**src/rtl/turn_sequencer.sv**
```systemverilog
// turn_sequencer: Connect-4 board owner and turn controller.
//
// Holds the 6x7 board and per-column fill counts. It alternates human and AI turns, starts
// the minimax engine with a one-cycle ai_start pulse and applies its answer. A rejected AI
// answer, or silence for AI_TIMEOUT cycles, is replaced by a drop into the lowest-indexed
// column that still has room. A drop that fills the last cell parks the block in a full
// state until sw goes low or reset is asserted.
//
// Optional feature macro: UNDO_EN. It adds a btn_undo input and a one-level snapshot of
// the board. The snapshot is taken on each accepted human drop.
//
// Ports:
//   clk, rst_n     clock; asynchronous active-low reset
//   sw             game enable; low clears all state synchronously
//   btn_drop       human drop request pulse; sel_col[2:0] selects column 0..6 (7 invalid)
//   ai_done        minimax result pulse; ai_col[2:0] is its column
//   btn_undo       (UNDO_EN only) undo request pulse
//   grid[83:0]     cell (r,c) = grid[13-2c+14r -: 2]; 00 empty, 01 human, 10 AI
//   column_counts  pieces in column c = column_counts[3c+2 -: 3]
//   player         0 human turn, 1 AI turn
//   ai_start       one-cycle search request
//   illegal        one-cycle pulse on a rejected human drop
//   ai_fault       one-cycle pulse when the fallback move was applied
//   board_full     high once all 42 cells are occupied
//   move_count     total pieces on the board
module turn_sequencer #(
  parameter int unsigned AI_TIMEOUT = 255
) (
  input  logic        clk,
  input  logic        rst_n,
  input  logic        sw,
  input  logic        btn_drop,
  input  logic [2:0]  sel_col,
  input  logic        ai_done,
  input  logic [2:0]  ai_col,
`ifdef UNDO_EN
  input  logic        btn_undo,
`endif
  output logic [83:0] grid,
  output logic [20:0] column_counts,
  output logic        player,
  output logic        ai_start,
  output logic        illegal,
  output logic        ai_fault,
  output logic        board_full,
  output logic [5:0]  move_count
);

  typedef enum logic [1:0] {StHuman, StAiStart, StAiWait, StFull} state_e;

  state_e      state_q, state_d;
  logic [83:0] grid_q, grid_d;
  logic [20:0] cnt_q, cnt_d;
  logic [5:0]  mc_q, mc_d;
  logic [15:0] timer_q, timer_d;
  logic        illegal_q, illegal_d;
  logic        fault_q, fault_d;

  // Column 7 is modelled as a permanently full column so one lookup rejects both cases.
  logic [2:0]  col_cnt [8];
  logic [7:0]  col_full;
  logic [2:0]  fb_col;

  logic        wr_en;
  logic [2:0]  wr_col;
  logic [1:0]  wr_val;
  logic        undo_hit;

`ifdef UNDO_EN
  logic [83:0] snap_grid_q;
  logic [20:0] snap_cnt_q;
  logic [5:0]  snap_mc_q;
  logic        snap_valid_q;

  assign undo_hit = (state_q == StHuman) && btn_undo && snap_valid_q;
`else
  assign undo_hit = 1'b0;
`endif

  always_comb begin
    for (int c = 0; c < 7; c++) begin
      col_cnt[c]  = cnt_q[3*c +: 3];
      col_full[c] = (cnt_q[3*c +: 3] == 3'd6);
    end
    col_cnt[7]  = 3'd0;
    col_full[7] = 1'b1;
  end

  // Lowest-indexed column with room; only consulted while the board is not full.
  always_comb begin
    fb_col = 3'd0;
    for (int c = 6; c >= 0; c--) begin
      if (!col_full[c]) fb_col = 3'(c);
    end
  end

  always_comb begin
    state_d   = state_q;
    grid_d    = grid_q;
    cnt_d     = cnt_q;
    mc_d      = mc_q;
    timer_d   = timer_q;
    illegal_d = 1'b0;
    fault_d   = 1'b0;
    wr_en     = 1'b0;
    wr_col    = 3'd0;
    wr_val    = 2'b00;

    unique case (state_q)
      StHuman: begin
        if (btn_drop && !undo_hit) begin
          if (!col_full[sel_col]) begin
            wr_en  = 1'b1;
            wr_col = sel_col;
            wr_val = 2'b01;
          end else begin
            illegal_d = 1'b1;
          end
        end
      end
      StAiStart: begin
        timer_d = 16'd0;
        state_d = StAiWait;
      end
      StAiWait: begin
        timer_d = timer_q + 16'd1;
        // ai_done takes priority over a timeout landing in the same cycle.
        if (ai_done) begin
          wr_en  = 1'b1;
          wr_val = 2'b10;
          if (!col_full[ai_col]) begin
            wr_col = ai_col;
          end else begin
            wr_col  = fb_col;
            fault_d = 1'b1;
          end
        end else if (timer_q == 16'(AI_TIMEOUT)) begin
          wr_en   = 1'b1;
          wr_val  = 2'b10;
          wr_col  = fb_col;
          fault_d = 1'b1;
        end
      end
      StFull: begin
      end
      default: state_d = StHuman;
    endcase

    if (wr_en) begin
      for (int c = 0; c < 7; c++) begin
        if (wr_col == 3'(c)) begin
          for (int r = 0; r < 6; r++) begin
            if (col_cnt[c] == 3'(r)) grid_d[13 - 2*c + 14*r -: 2] = wr_val;
          end
          cnt_d[3*c +: 3] = col_cnt[c] + 3'd1;
        end
      end
      mc_d = mc_q + 6'd1;
      if (mc_q == 6'd41)            state_d = StFull;
      else if (state_q == StHuman)  state_d = StAiStart;
      else                          state_d = StHuman;
    end

`ifdef UNDO_EN
    if (undo_hit) begin
      grid_d = snap_grid_q;
      cnt_d  = snap_cnt_q;
      mc_d   = snap_mc_q;
    end
`endif
  end

  always_ff @(posedge clk or negedge rst_n) begin
    if (!rst_n) begin
      state_q   <= StHuman;
      grid_q    <= '0;
      cnt_q     <= '0;
      mc_q      <= '0;
      timer_q   <= '0;
      illegal_q <= 1'b0;
      fault_q   <= 1'b0;
    end else if (!sw) begin
      state_q   <= StHuman;
      grid_q    <= '0;
      cnt_q     <= '0;
      mc_q      <= '0;
      timer_q   <= '0;
      illegal_q <= 1'b0;
      fault_q   <= 1'b0;
    end else begin
      state_q   <= state_d;
      grid_q    <= grid_d;
      cnt_q     <= cnt_d;
      mc_q      <= mc_d;
      timer_q   <= timer_d;
      illegal_q <= illegal_d;
      fault_q   <= fault_d;
    end
  end

`ifdef UNDO_EN
  // Snapshot holds the board as it was just before the latest accepted human drop.
  always_ff @(posedge clk or negedge rst_n) begin
    if (!rst_n) begin
      snap_grid_q  <= '0;
      snap_cnt_q   <= '0;
      snap_mc_q    <= '0;
      snap_valid_q <= 1'b0;
    end else if (!sw) begin
      snap_grid_q  <= '0;
      snap_cnt_q   <= '0;
      snap_mc_q    <= '0;
      snap_valid_q <= 1'b0;
    end else if (undo_hit) begin
      snap_valid_q <= 1'b0;
    end else if (wr_en && state_q == StHuman) begin
      snap_grid_q  <= grid_q;
      snap_cnt_q   <= cnt_q;
      snap_mc_q    <= mc_q;
      snap_valid_q <= 1'b1;
    end
  end
`endif

  assign grid          = grid_q;
  assign column_counts = cnt_q;
  assign move_count    = mc_q;
  assign illegal       = illegal_q;
  assign ai_fault      = fault_q;
  assign player        = (state_q == StAiStart) || (state_q == StAiWait);
  assign ai_start      = (state_q == StAiStart);
  assign board_full    = (state_q == StFull);

endmodule

```
**config.mk**
```make
export PLATFORM = sky130hd
export DESIGN_NAME = turn_sequencer
export DESIGN_NICKNAME = d
export VERILOG_FILES = /design/src/rtl/turn_sequencer.sv
export SDC_FILE = /design/constraint.sdc
export NUM_CORES = 1
export LEC_CHECK = 0
export ABC_AREA = 1
export CORE_MARGIN = 8
export CORE_UTILIZATION = 40
export CTS_BUF_LIST = sky130_fd_sc_hd__clkbuf_4
export DETAILED_ROUTE_END_ITERATION = 8
export PLACE_DENSITY = 0.7
export SLEW_MARGIN = 25
export SYNTH_ARGS = -nofsm -noshare
export SYNTH_HDL_FRONTEND = slang
export SYNTH_SLANG_ARGS = --single-unit
```
**constraint.sdc**
```tcl
create_clock -name clk -period 3.1 [get_ports clk]
set_input_delay 0.465 -clock clk [delete_from_list [all_inputs] [get_ports clk]]
set_output_delay 0.465 -clock clk [all_outputs]
set_load 0.02 [all_outputs]
```
==> metrics.cfg <==
[yosys]
synth_seq_cells = 131
syn_nets = 983
yosys_warnings = 0
synth_area_leaders = dfrtp_1, nand3_1, nand4_1, nand2_1, ha_1
ys_seq_area_frac = 0.441
synth_area_leader_cell = dfrtp_1
synth_top_area_frac = 0.441
synth_area_sq_um = 7430
syn_area_per_cell_sq_um = 7.99
ys_types = 32
syn_inst = 930

[routing]
final_antenna_net_count = 0
vias_per_cell = 5.29
drc = 0
vias = 6824
wl_per_cell_um = 15.7
drt_first_pass_iters = 7
drtIter0Drc = 542
drt_wl_total_um = 20300

[final_layout]
fin_cells = 1289
final_common_cell = nand2_1
final_cell_mix = nand2_1, nand3_1, dfrtp_1, clkdlybuf4s50_1, nand4_1
nFillCells = 1749
nets = 1094
drive_above_1_share = 0.0731
area_delta_synth_final_pct = 24.5
post-route-util = 0.501
design_area_sq_um = 9250

[clocking]
clkLatencyLatePin_ns = 0.54
cts_buffers = 17
cts_tree = built
cts.sinks = 131
cts_htree_levels = 4
root_buffer = clkbuf_4
clockBufferDepth = 2
clk_pin_slew_worst_paths_ns = 0.11

[floorplan]
io_pins = 127
dieArea_sq_um = 23200
core-area_sq_um = 18500
row_count = 50
die_h_um = 152
die_w_um = 152
initial_core_util = 0.403

[global_routing]
grt_antenna_before_repair = 3
grt_pass1_wl_um = 33700
globalRouteOverflowTotal = 0
grt_pass1_vias = 6535
grt_max_degree = 91
grtUsageTotal = 0.176

[power]
swShare = 0.328
pwr-share-comb = 0.219
vdd_ir_drop_max_mv = 0.215
power.density_nw_per_um2 = 415
intPower_mw = 2.58
pwr-share-clk = 0.312
seqPwrFrac = 0.469
leakage_nw = 4.52
p_sw_mw = 1.26
power_mw = 3.83

[worst_setup_path]
startpoint_type = flip-flop
path_class = reg -> reg
end_kind = flip-flop
critPathRequiredTime_ns = 3.55
cp_data_arrival_time_ns = 3.21
critPathMaxFanout = 13
reg2reg_setup_slack_ns = 0.34

[flow_run]
drv_cap = 0

[sta]
slew_violations = 0
fin_skew_ns = 0.0169
fin_crit_sh = 0.889
min_period_ns = 2.76
rsz0062_at_grt = no
tightestPinTransition_ns = 0.907
clock.fmax_ghz = 0.363
finalHoldViolCount = 0
finalSetupTns_ns = 0
setup_viol = 0
relSlewSlack = 0.395

[place]
dp.cells = 1255
io_buffers = 126
dp_hpwl_um = 14400
dpl-instance-area_sq_um = 8940
place_congestion = 0.855

[status]
status = complete, no violations

[worst_hold_path]
hold_class = in -> reg

power groups by stage:
| stage | sequential [mW] | combinational, mW | clock (mW) |
|---|---|---|---|
| 6_report | 1.80 | 0.841 | 1.20 |
| 5_1_grt | 1.81 | 0.937 | 1.30 |
| 4_1_cts | 1.80 | 0.844 | 1.23 |
| 3_5_place_dp | 1.83 | 0.836 | 0 |
| 3_3_place_gp | 1.83 | 0.828 | 0 |
| 2_1_floorplan | 1.85 | 0.524 | 0 |
logic make-up after synthesis:
kind of cell               Yosys count  synth area share
adders and majority gates           42            0.0707
AOI/OAI and AO/OA                   53            0.0401
DFF                                131             0.441
and+or+nand+nor                    537             0.349
xor gates and xnor gates             1           0.00118
buffers and inverters              166            0.0980
stage by stage:
step,setup WS (ns),hold slack (ns)
floorplan,0.929,0.169
global placement,0.225,0.485
detailed placement,0.116,0.491
CTS,0.263,0.318
global route,0.0808,0.352
finish,0.344,0.384
timing repair:
action,in CTS,in global routing
hold endpoints to repair,69,0
setup buffers,0,0
setup endpoints to repair,0,5
gates resized for setup,0,1
hold buffers,1,0
synthesized netlist by cell type, drive strengths merged:
master,number
clkinv,1
ha,42
o211ai,2
a31oi,3
o32ai,1
nand3,152
nor2,67
or2,1
nor3,7
xnor2,1
o31ai,2
nand2,191
a21oi,14
o21ai,25
o22ai,5
buf,44
clkbuf,17
dfrtp,131
inv,104
nand4,119
a32o,1
registers in the layout, summed over array words and instances, names as in the netlist:
signal	cells
grid	84
ai_fault	1
column_counts	21
state_q	2
illegal	1
move_count	6
timer_q	16
final timing paths:
kind / end / startpoint / cells past startpoint
setup / recovery: column_counts[10]$_DFFE_PN0P_ / column_counts[6]$_DFFE_PN0P_ / 14
hold / removal: timer_q[7]$_DFFE_PN0P_ / sw / 3
setup reg to reg: column_counts[10]$_DFFE_PN0P_ / column_counts[6]$_DFFE_PN0P_ / 14
hold reg to reg: timer_q[0]$_DFFE_PN0P_ / timer_q[0]$_DFFE_PN0P_ / 1
max in group asynchronous: grid[37]$_DFFE_PN0P_ / rst_n / 3
min in group asynchronous: timer_q[0]$_DFFE_PN0P_ / rst_n / 2
worst max-delay path: stages, from the launching register on:
cell	delay (ns)
dfrtp_1	0.46
inv_1	0.11
ha_1	0.22
nand2_1	0.19
nor2_1	0.07
o21ai_1	0.18
nand3_1	0.23
nor2_1	0.15
inv_1	0.08
nand2_4	0.20
buf_4	0.21
nand2_1	0.10
nor2_4	0.26
nand3_1	0.10
o21ai_0	0.11
cell type report:
cell class / instances / area (sq um) / area share
Antenna cell: 1 / 2.50 / 0.000271
Clock buffer: 19 / 143 / 0.0154
Clock inverter: 13 / 141 / 0.0153
Inverter: 105 / 394 / 0.0426
Multi-Input combinational cell: 633 / 3440 / 0.372
Sequential cell: 131 / 3280 / 0.355
Tap cell: 234 / 293 / 0.0317
Timing Repair Buffer: 153 / 1550 / 0.168
metal layers:
| layer | global-route usage | wire (um) | vias to the layer above |
|---|---|---|---|
| met5 | 0 | 16 | - |
| met4 | 0.0585 | 297 | 4 |
| met3 | 0.0454 | 1280 | 31 |
| met2 | 0.286 | 9540 | 194 |
| met1 | 0.225 | 9170 | 3211 |
| li1 | - | - | 3384 |
No activity file was read; power rests on OpenSTA's default activity.
